$ cat src/rtl/rw_pkg.sv
// Shared types and constants for the read/write burst controller.
package rw_pkg;

  // Controller states; encodings are visible on the debug port.
  typedef enum logic [1:0] {
    ST_IDLE  = 2'b00,
    ST_WRITE = 2'b01,
    ST_READ  = 2'b10,
    ST_DONE  = 2'b11
  } state_t;

  // Default number of unacknowledged access cycles before a beat is abandoned.
  localparam int unsigned DEFAULT_TIMEOUT = 15;

  // Width of a counter able to hold 0..limit, never less than one bit.
  function automatic int unsigned timer_width(input int unsigned limit);
    return (limit < 1) ? 1 : $clog2(limit + 1);
  endfunction

endpackage

$ cat src/rtl/rw_burst_ctrl_if.sv
// Client command/data port and memory bus of the burst controller.
//
// Handshake rule for req_* and wdata_*: a transfer happens on the rising edge
// where both valid and ready are high; the source may not retract payload
// while valid is high and not yet taken; ready may depend on state only.
// Memory side: mem_en/mem_we/mem_addr/mem_wdata stay stable until a rising
// edge samples mem_ack high; mem_ack with mem_en low is ignored.
interface rw_burst_ctrl_if #(
  parameter int ADDR_W = 8,
  parameter int DATA_W = 8,
  parameter int LEN_W  = 2
);
  logic              req_valid;
  logic              req_ready;
  logic              req_write;
  logic [ADDR_W-1:0] req_addr;
  logic [LEN_W-1:0]  req_len;
  logic              wdata_valid;
  logic              wdata_ready;
  logic [DATA_W-1:0] wdata;
  logic              rdata_valid;
  logic [DATA_W-1:0] rdata;
  logic              mem_en;
  logic              mem_we;
  logic [ADDR_W-1:0] mem_addr;
  logic [DATA_W-1:0] mem_wdata;
  logic [DATA_W-1:0] mem_rdata;
  logic              mem_ack;
  logic              exec;
  logic              rd_wr;
  logic              done;
  logic              err;

  // Controller view.
  modport slave (
    input  req_valid, req_write, req_addr, req_len,
    input  wdata_valid, wdata, mem_rdata, mem_ack,
    output req_ready, wdata_ready, rdata_valid, rdata,
    output mem_en, mem_we, mem_addr, mem_wdata,
    output exec, rd_wr, done, err
  );

  // Client plus memory view.
  modport master (
    output req_valid, req_write, req_addr, req_len,
    output wdata_valid, wdata, mem_rdata, mem_ack,
    input  req_ready, wdata_ready, rdata_valid, rdata,
    input  mem_en, mem_we, mem_addr, mem_wdata,
    input  exec, rd_wr, done, err
  );
endinterface

$ cat src/rtl/rw_wait_timer.sv
// Counts consecutive cycles an access waits for its acknowledge.
module rw_wait_timer
  import rw_pkg::*;
#(
  parameter int unsigned LIMIT = DEFAULT_TIMEOUT
) (
  input  logic clk,
  input  logic reset,
  input  logic clr,
  input  logic en,
  output logic expired
);
  localparam int unsigned CW = timer_width(LIMIT);
  localparam logic [CW-1:0] LAST = CW'(LIMIT - 1);

  logic [CW-1:0] cnt_q, cnt_d;

  // Next count: clear wins, otherwise advance while waiting.
  always_comb begin
    cnt_d = cnt_q;
    if (clr) begin
      cnt_d = '0;
    end else if (en && !expired) begin
      cnt_d = cnt_q + CW'(1);
    end
  end

  // Expiry fires during the LIMIT-th waiting cycle; LIMIT of zero disables it.
  always_comb begin
    expired = (LIMIT != 0) && en && (cnt_q == LAST);
  end

  // Count register.
  always_ff @(posedge clk) begin
    if (reset) begin
      cnt_q <= '0;
    end else begin
      cnt_q <= cnt_d;
    end
  end
endmodule

$ cat src/rtl/rw_burst_ctrl.sv
// Read/write burst controller: one command per transaction, incrementing
// address per beat, per-beat memory acknowledge with timeout abort.
module rw_burst_ctrl
  import rw_pkg::*;
#(
  parameter int          ADDR_W  = 8,
  parameter int          DATA_W  = 8,
  parameter int          LEN_W   = 2,
  parameter int unsigned TIMEOUT = DEFAULT_TIMEOUT
) (
  input  logic            clk,
  input  logic            reset,
  rw_burst_ctrl_if.slave  bus,
  output state_t          dbg_state
);

  state_t            state_q, state_d;
  logic [ADDR_W-1:0] addr_q, addr_d;
  logic [LEN_W-1:0]  len_q, len_d;      // beats remaining after the current one
  logic [DATA_W-1:0] wdata_q, wdata_d;
  logic [DATA_W-1:0] rdata_q, rdata_d;
  logic              rdata_valid_q, rdata_valid_d;
  logic              mem_en_q, mem_en_d;
  logic              rd_wr_q, rd_wr_d;
  logic              err_q, err_d;

  logic accept, beat_ack, tmr_en, tmo_expired;

  assign accept   = bus.req_valid && bus.req_ready;
  assign beat_ack = mem_en_q && bus.mem_ack;
  assign tmr_en   = mem_en_q && !bus.mem_ack;

  rw_wait_timer #(.LIMIT(TIMEOUT)) u_timer (
    .clk     (clk),
    .reset   (reset),
    .clr     (!tmr_en),
    .en      (tmr_en),
    .expired (tmo_expired)
  );

  // Next-state, address, beat and data-path decisions.
  always_comb begin
    state_d       = state_q;
    addr_d        = addr_q;
    len_d         = len_q;
    wdata_d       = wdata_q;
    rdata_d       = rdata_q;
    rdata_valid_d = 1'b0;
    mem_en_d      = mem_en_q;
    rd_wr_d       = rd_wr_q;
    err_d         = err_q;
    case (state_q)
      ST_IDLE: begin
        mem_en_d = 1'b0;
        if (accept) begin
          addr_d  = bus.req_addr;
          len_d   = bus.req_len;
          rd_wr_d = bus.req_write;
          err_d   = 1'b0;
          if (bus.req_write) begin
            state_d = ST_WRITE;
          end else begin
            // Reads start their first access on the accepting edge.
            state_d  = ST_READ;
            mem_en_d = 1'b1;
          end
        end
      end
      ST_WRITE, ST_READ: begin
        if (!mem_en_q) begin
          // Idle gap between beats: reads relaunch, writes wait for data.
          if (state_q == ST_READ) begin
            mem_en_d = 1'b1;
          end else if (bus.wdata_valid) begin
            wdata_d  = bus.wdata;
            mem_en_d = 1'b1;
          end
        end else if (beat_ack) begin
          mem_en_d = 1'b0;
          addr_d   = addr_q + ADDR_W'(1);
          if (state_q == ST_READ) begin
            rdata_d       = bus.mem_rdata;
            rdata_valid_d = 1'b1;
          end
          if (len_q == '0) begin
            state_d = ST_DONE;
          end else begin
            len_d = len_q - LEN_W'(1);
          end
        end else if (tmo_expired) begin
          // Abandon the rest of the burst.
          mem_en_d = 1'b0;
          err_d    = 1'b1;
          state_d  = ST_DONE;
        end
      end
      ST_DONE: begin
        mem_en_d = 1'b0;
        state_d  = ST_IDLE;
      end
      default: begin
        mem_en_d = 1'b0;
        state_d  = ST_IDLE;
      end
    endcase
  end

  // State and data registers with synchronous reset.
  always_ff @(posedge clk) begin
    if (reset) begin
      state_q       <= ST_IDLE;
      addr_q        <= '0;
      len_q         <= '0;
      wdata_q       <= '0;
      rdata_q       <= '0;
      rdata_valid_q <= 1'b0;
      mem_en_q      <= 1'b0;
      rd_wr_q       <= 1'b0;
      err_q         <= 1'b0;
    end else begin
      state_q       <= state_d;
      addr_q        <= addr_d;
      len_q         <= len_d;
      wdata_q       <= wdata_d;
      rdata_q       <= rdata_d;
      rdata_valid_q <= rdata_valid_d;
      mem_en_q      <= mem_en_d;
      rd_wr_q       <= rd_wr_d;
      err_q         <= err_d;
    end
  end

  assign bus.req_ready   = (state_q == ST_IDLE) && !reset;
  assign bus.wdata_ready = (state_q == ST_WRITE) && !mem_en_q;
  assign bus.rdata_valid = rdata_valid_q;
  assign bus.rdata       = rdata_q;
  assign bus.mem_en      = mem_en_q;
  assign bus.mem_we      = mem_en_q && rd_wr_q;
  assign bus.mem_addr    = addr_q;
  assign bus.mem_wdata   = wdata_q;
  assign bus.exec        = (state_q == ST_DONE);
  assign bus.done        = (state_q == ST_DONE);
  assign bus.rd_wr       = rd_wr_q;
  assign bus.err         = err_q;
  assign dbg_state       = state_q;

endmodule

$ cat src/flat_wrapper.sv
// flat-port wrapper written by rule: the top's interface ports become plain ports
module rw_burst_ctrl_flat import rw_pkg::*;
#(
  parameter int          ADDR_W  = 8,
  parameter int          DATA_W  = 8,
  parameter int          LEN_W   = 2,
  parameter int unsigned TIMEOUT = DEFAULT_TIMEOUT
)
  (clk, reset, dbg_state, bus_req_valid, bus_req_write, bus_req_addr, bus_req_len, bus_wdata_valid, bus_wdata, bus_mem_rdata, bus_mem_ack, bus_req_ready, bus_wdata_ready, bus_rdata_valid, bus_rdata, bus_mem_en, bus_mem_we, bus_mem_addr, bus_mem_wdata, bus_exec, bus_rd_wr, bus_done, bus_err);
  rw_burst_ctrl_if #(.ADDR_W(ADDR_W), .DATA_W(DATA_W), .LEN_W(LEN_W)) bus_i ();
  input  logic clk;
  input  logic reset;
  output state_t dbg_state;
  input wire logic [$bits(bus_i.req_valid)-1:0] bus_req_valid;
  input wire logic [$bits(bus_i.req_write)-1:0] bus_req_write;
  input wire logic [$bits(bus_i.req_addr)-1:0] bus_req_addr;
  input wire logic [$bits(bus_i.req_len)-1:0] bus_req_len;
  input wire logic [$bits(bus_i.wdata_valid)-1:0] bus_wdata_valid;
  input wire logic [$bits(bus_i.wdata)-1:0] bus_wdata;
  input wire logic [$bits(bus_i.mem_rdata)-1:0] bus_mem_rdata;
  input wire logic [$bits(bus_i.mem_ack)-1:0] bus_mem_ack;
  output wire logic [$bits(bus_i.req_ready)-1:0] bus_req_ready;
  output wire logic [$bits(bus_i.wdata_ready)-1:0] bus_wdata_ready;
  output wire logic [$bits(bus_i.rdata_valid)-1:0] bus_rdata_valid;
  output wire logic [$bits(bus_i.rdata)-1:0] bus_rdata;
  output wire logic [$bits(bus_i.mem_en)-1:0] bus_mem_en;
  output wire logic [$bits(bus_i.mem_we)-1:0] bus_mem_we;
  output wire logic [$bits(bus_i.mem_addr)-1:0] bus_mem_addr;
  output wire logic [$bits(bus_i.mem_wdata)-1:0] bus_mem_wdata;
  output wire logic [$bits(bus_i.exec)-1:0] bus_exec;
  output wire logic [$bits(bus_i.rd_wr)-1:0] bus_rd_wr;
  output wire logic [$bits(bus_i.done)-1:0] bus_done;
  output wire logic [$bits(bus_i.err)-1:0] bus_err;
  assign bus_i.req_valid = bus_req_valid;
  assign bus_i.req_write = bus_req_write;
  assign bus_i.req_addr = bus_req_addr;
  assign bus_i.req_len = bus_req_len;
  assign bus_i.wdata_valid = bus_wdata_valid;
  assign bus_i.wdata = bus_wdata;
  assign bus_i.mem_rdata = bus_mem_rdata;
  assign bus_i.mem_ack = bus_mem_ack;
  assign bus_req_ready = bus_i.req_ready;
  assign bus_wdata_ready = bus_i.wdata_ready;
  assign bus_rdata_valid = bus_i.rdata_valid;
  assign bus_rdata = bus_i.rdata;
  assign bus_mem_en = bus_i.mem_en;
  assign bus_mem_we = bus_i.mem_we;
  assign bus_mem_addr = bus_i.mem_addr;
  assign bus_mem_wdata = bus_i.mem_wdata;
  assign bus_exec = bus_i.exec;
  assign bus_rd_wr = bus_i.rd_wr;
  assign bus_done = bus_i.done;
  assign bus_err = bus_i.err;
  rw_burst_ctrl #(.ADDR_W(ADDR_W), .DATA_W(DATA_W), .LEN_W(LEN_W), .TIMEOUT(TIMEOUT)) u_core (.clk(clk), .reset(reset), .bus(bus_i), .dbg_state(dbg_state));
endmodule
$ cat config.mk
export PLATFORM = sky130hd
export DESIGN_NAME = rw_burst_ctrl_flat
export DESIGN_NICKNAME = d
export VERILOG_FILES = /design/src/rtl/rw_pkg.sv /design/src/rtl/rw_burst_ctrl_if.sv /design/src/rtl/rw_wait_timer.sv /design/src/rtl/rw_burst_ctrl.sv /design/src/flat_wrapper.sv
export SDC_FILE = /design/constraint.sdc
export NUM_CORES = 1
export LEC_CHECK = 0
export ABC_AREA = 1
export ABC_CLOCK_PERIOD_IN_PS = 2700
export CAP_MARGIN = 30
export CORE_MARGIN = 5
export CORE_UTILIZATION = 26
export DETAILED_ROUTE_END_ITERATION = 12
export HOLD_SLACK_MARGIN = 0.05
export PLACE_DENSITY = 0.54
export SKIP_CTS_REPAIR_TIMING = 1
export SYNTH_ARGS = -nofsm -noshare
export SYNTH_HDL_FRONTEND = slang
export SYNTH_SLANG_ARGS = --single-unit
export TNS_END_PERCENT = 20
$ cat constraint.sdc
create_clock -name clk -period 2.7 [get_ports clk]
set_clock_uncertainty 0.05 [all_clocks]
set_input_delay 0.54 -clock clk [delete_from_list [all_inputs] [get_ports clk]]
set_output_delay 0.54 -clock clk [all_outputs]
set_load 0.02 [all_outputs]
==> summary.md <==
| Metric | Value |
|---|---|
| Max Root-Sink Buffers | `2` |
| Clock sink count | `36` |
| Final worst slack | `~0.36 ns` |
| Tcrit/Tclk final | `between 80% and 90%` |
| TritonRoute pass-1 iters | `4` |
| IO Pins | `67` |
| Cell mode on critical path | `inv_1` |
| RR Startpoint | `u_core.dbg_state[0]` |
| H-tree Lvls | `2` |
| Data arrival, critical path | `1.75 ns` |
| Critical path data required time | `2.11 ns` |
| Synth top area share | `between 30% and 40%` |
| Global-route usage over all layers | `11.2%` |
| Slew headroom | `71.9%` |
| Syn nets | `about 310` |
| Fin. Hold Viols | `0` |
| Antenna violations before repair | `0` |
| Num CTS Buffers | `5` |
| Gp weighted congestion | `a little under 0.8` |
| DR DRC count | `0` |
| Core Rows | `30` |
| Grt peak-use layer | `met2` |
| Final Max Tran Viols | `0` |
| Maximum vdd drop | `approximately 0.35 mV` |
| Max-cap viol count | `0` |
| Later-pin clock latency in the skew report | `slightly below 0.3 ns` |
| Yosys reg bits | `36` |
| Setup CP Type | `reg2out` |
| Synth cell types | `27` |
| Core Region | `between 0.006 and 0.007 mm2` |
| Cell taking the most area after synthesis | `dfxtp_1` |
| RSZ-0062 raised after global routing | `false` |
| Final setup violation count | `0` |
| Area contributors post-synth | `dfxtp_1 (40%), nor2_1 (13%), nand2_1 (9.3%), o21ai_0 (7.7%), ha_1 (6.2%)` |
| CP startpoint | `u_core.dbg_state[0]` |
| Minimum clock period | `between 2 and 2.5 ns` |
| Worst Tran Pin Value | `~0.42 ns` |
| Setup crit end kind | `output pin` |
| Routed len/inst | `11.3 um` |
| CP Cell Sequence | `inv_1 -> ha_1 -> inv_1 -> nor2_1 -> clkdlybuf4s50_1` |
| Vias per cell | `between 4 and 5` |
| Met1 Resource Use GR | `14.3%` |
| Synthesized area per cell | `just under 7 um2` |
| Leakage | `approximately 1.0 nW` |
| Post-Synthesis Cells | `~270` |
| Die width | `~94 um` |
| CP peak stage delay | `slightly above 0.6 ns` |
| PD cells | `roughly 840 mW/mm2` |
| Vias in the first global route | `approximately 1800` |
| Critical path peak fanout | `5` |
| Register area share after synthesis | `about two fifths` |
| Final HPWL DP | `around 3700 um` |
| Global routing usage on met2 | `a little under a fifth` |
| Slowest-stage cell, CP | `clkdlybuf4s50_1` |
| Clk slew on worst S/H paths | `roughly 0.080 ns` |
| Max Freq | `427 MHz` |
| Routed WL | `around 4900 um` |
| Syn-to-layout area delta | `47.3%` |
| Hold slack | `about 0.43 ns` |
| First-pass GRT wire length | `roughly 8000 um` |
| Hold Crit Class | `reg2reg` |
| Critical Path Start Type | `flip-flop` |
| Layout cells sized above 1 | `5.65%` |
| Status | `finished clean` |
| IO buf count | `between 60 and 70` |
| Die Span Y | `about 94 um` |
| Total number of vias | `approximately 1900` |
| CTS tree | `built` |
| Ant. Diodes | `0` |
| Place WS | `0.439 ns` |
| M3 GR Usage | `under 10%` |
| Yosys warning total | `0` |
| Initial Utilization | `26.8%` |
| Final #Nets | `376` |
| Initial DRC count | `65` |
| Hold_sp | `u_core.len_q[1]` |
| Mapped Area | `between 0.0015 and 0.002 mm2` |
| GRT overflow | `0` |
| Fillers | `752` |
| Largest net degree at the start of global routing | `17` |
| Total power | `about 2.2 mW` |
| Routed Antenna Nets | `0` |
| Die area | `slightly below 0.009 mm2` |
| Setup TNS | `0 ns` |
| Root buffer cell | `clkbuf_8` |
## stage by stage
| stage | utilization, % | std cells | cell area (um2) |
|---|---|---|---|
| after detailed placement | 38.0 | 424 | 2580 |
| after CTS | 39.4 | 432 | 2680 |
| after global routing | 39.4 | 432 | 2680 |
| after global placement | 38.0 | 424 | 2580 |
| final | 39.4 | 432 | 2680 |
| after floorplan | - | 266 | 1820 |
## metal layers
| metal | routed length [um] | share of wire (%) |
|---|---|---|
| met1 | 2310 | 47 |
| met3 | 227 | 4.6 |
| met2 | 2290 | 47 |
| met5 | 0 | 0 |
| met4 | 63 | 1.3 |
## kinds of logic (layout without fill, tap and decap cells)
family,Yosys count,in the layout,synth area share [%]
simple gates,140,140,32.8
xor+xnor,1,1,0.482
flops,36,36,39.6
buf+inv,33,103,7.36
fa+ha+maj,9,9,6.19
compound gates,47,47,13.5
## registers in the layout (all words and copies together) (netlist names)
signal	count
u_core.bus.mem_addr	8
u_core.bus.mem_en	1
u_core.bus.err	1
u_core.dbg_state	2
u_core.bus.rdata	8
u_core.bus.mem_wdata	8
u_core.len_q	2
u_core.bus.rdata_valid	1
u_core.u_timer.cnt_q	4
u_core.bus.rd_wr	1
## critical path: cells and delay by family, from the launching register on
kind | cells | cell delay [ns]
flops | 1 | 0.36
fa+ha+maj | 1 | 0.21
simple gates | 1 | 0.09
buf+inv | 3 | 0.81
## synth_stat cells (all sizes together)
cell type / count
xnor2: 1
nand3b: 3
ha: 9
nand4: 1
o22ai: 1
nor3b: 1
dfxtp: 36
inv: 26
or2: 1
buf: 6
nor2: 67
a211oi: 1
o21ai: 31
o21bai: 1
nor3: 5
nand3: 13
and2: 1
a21oi: 13
nand2: 48
clkbuf: 1
## power breakdown
part | internal, mW | switching, mW | total, mW
Clock | 0.183 | 0.216 | 0.399
Sequential | 0.639 | 0.0982 | 0.737
Combinational | 0.467 | 0.643 | 1.11
## final timing paths
path | to | slack, ns | cells after the start
max reg2reg | u_core.bus.mem_addr[5] | 0.70 | 9
min reg2reg | u_core.len_q[1] | 0.43 | 2
min | u_core.len_q[1] | 0.43 | 2
max | bus_req_ready | 0.36 | 5
## cells in the final DEF, fill, tap and decap left out, drive strengths merged
cell type | netlist | routed
a211oi | 1 | 1
a21oi | 13 | 13
and2 | 1 | 1
buf | 6 | 3
clkbuf | 1 | 5
clkdlybuf4s50 | 0 | 66
clkinv | 0 | 1
clkinvlp | 0 | 2
dfxtp | 36 | 36
ha | 9 | 9
inv | 26 | 26
nand2 | 48 | 48
nand3 | 13 | 13
nand3b | 3 | 3
nand4 | 1 | 1
nor2 | 67 | 67
nor3 | 5 | 5
nor3b | 1 | 1
o21ai | 31 | 31
o21bai | 1 | 1
o22ai | 1 | 1
or2 | 1 | 1
xnor2 | 1 | 1
## final cells by class
type | instances | area [um2] | share of cell area [%]
sequential | 36 | 721 | 26.9
inverter | 26 | 97.6 | 3.64
clock inverter | 3 | 23.8 | 0.888
tap | 96 | 120 | 4.49
clock buffer | 5 | 68.8 | 2.57
multi-input combinational | 197 | 963 | 36.0
timing repair buffer | 69 | 683 | 25.5
(Power assumes the default switching activity.)
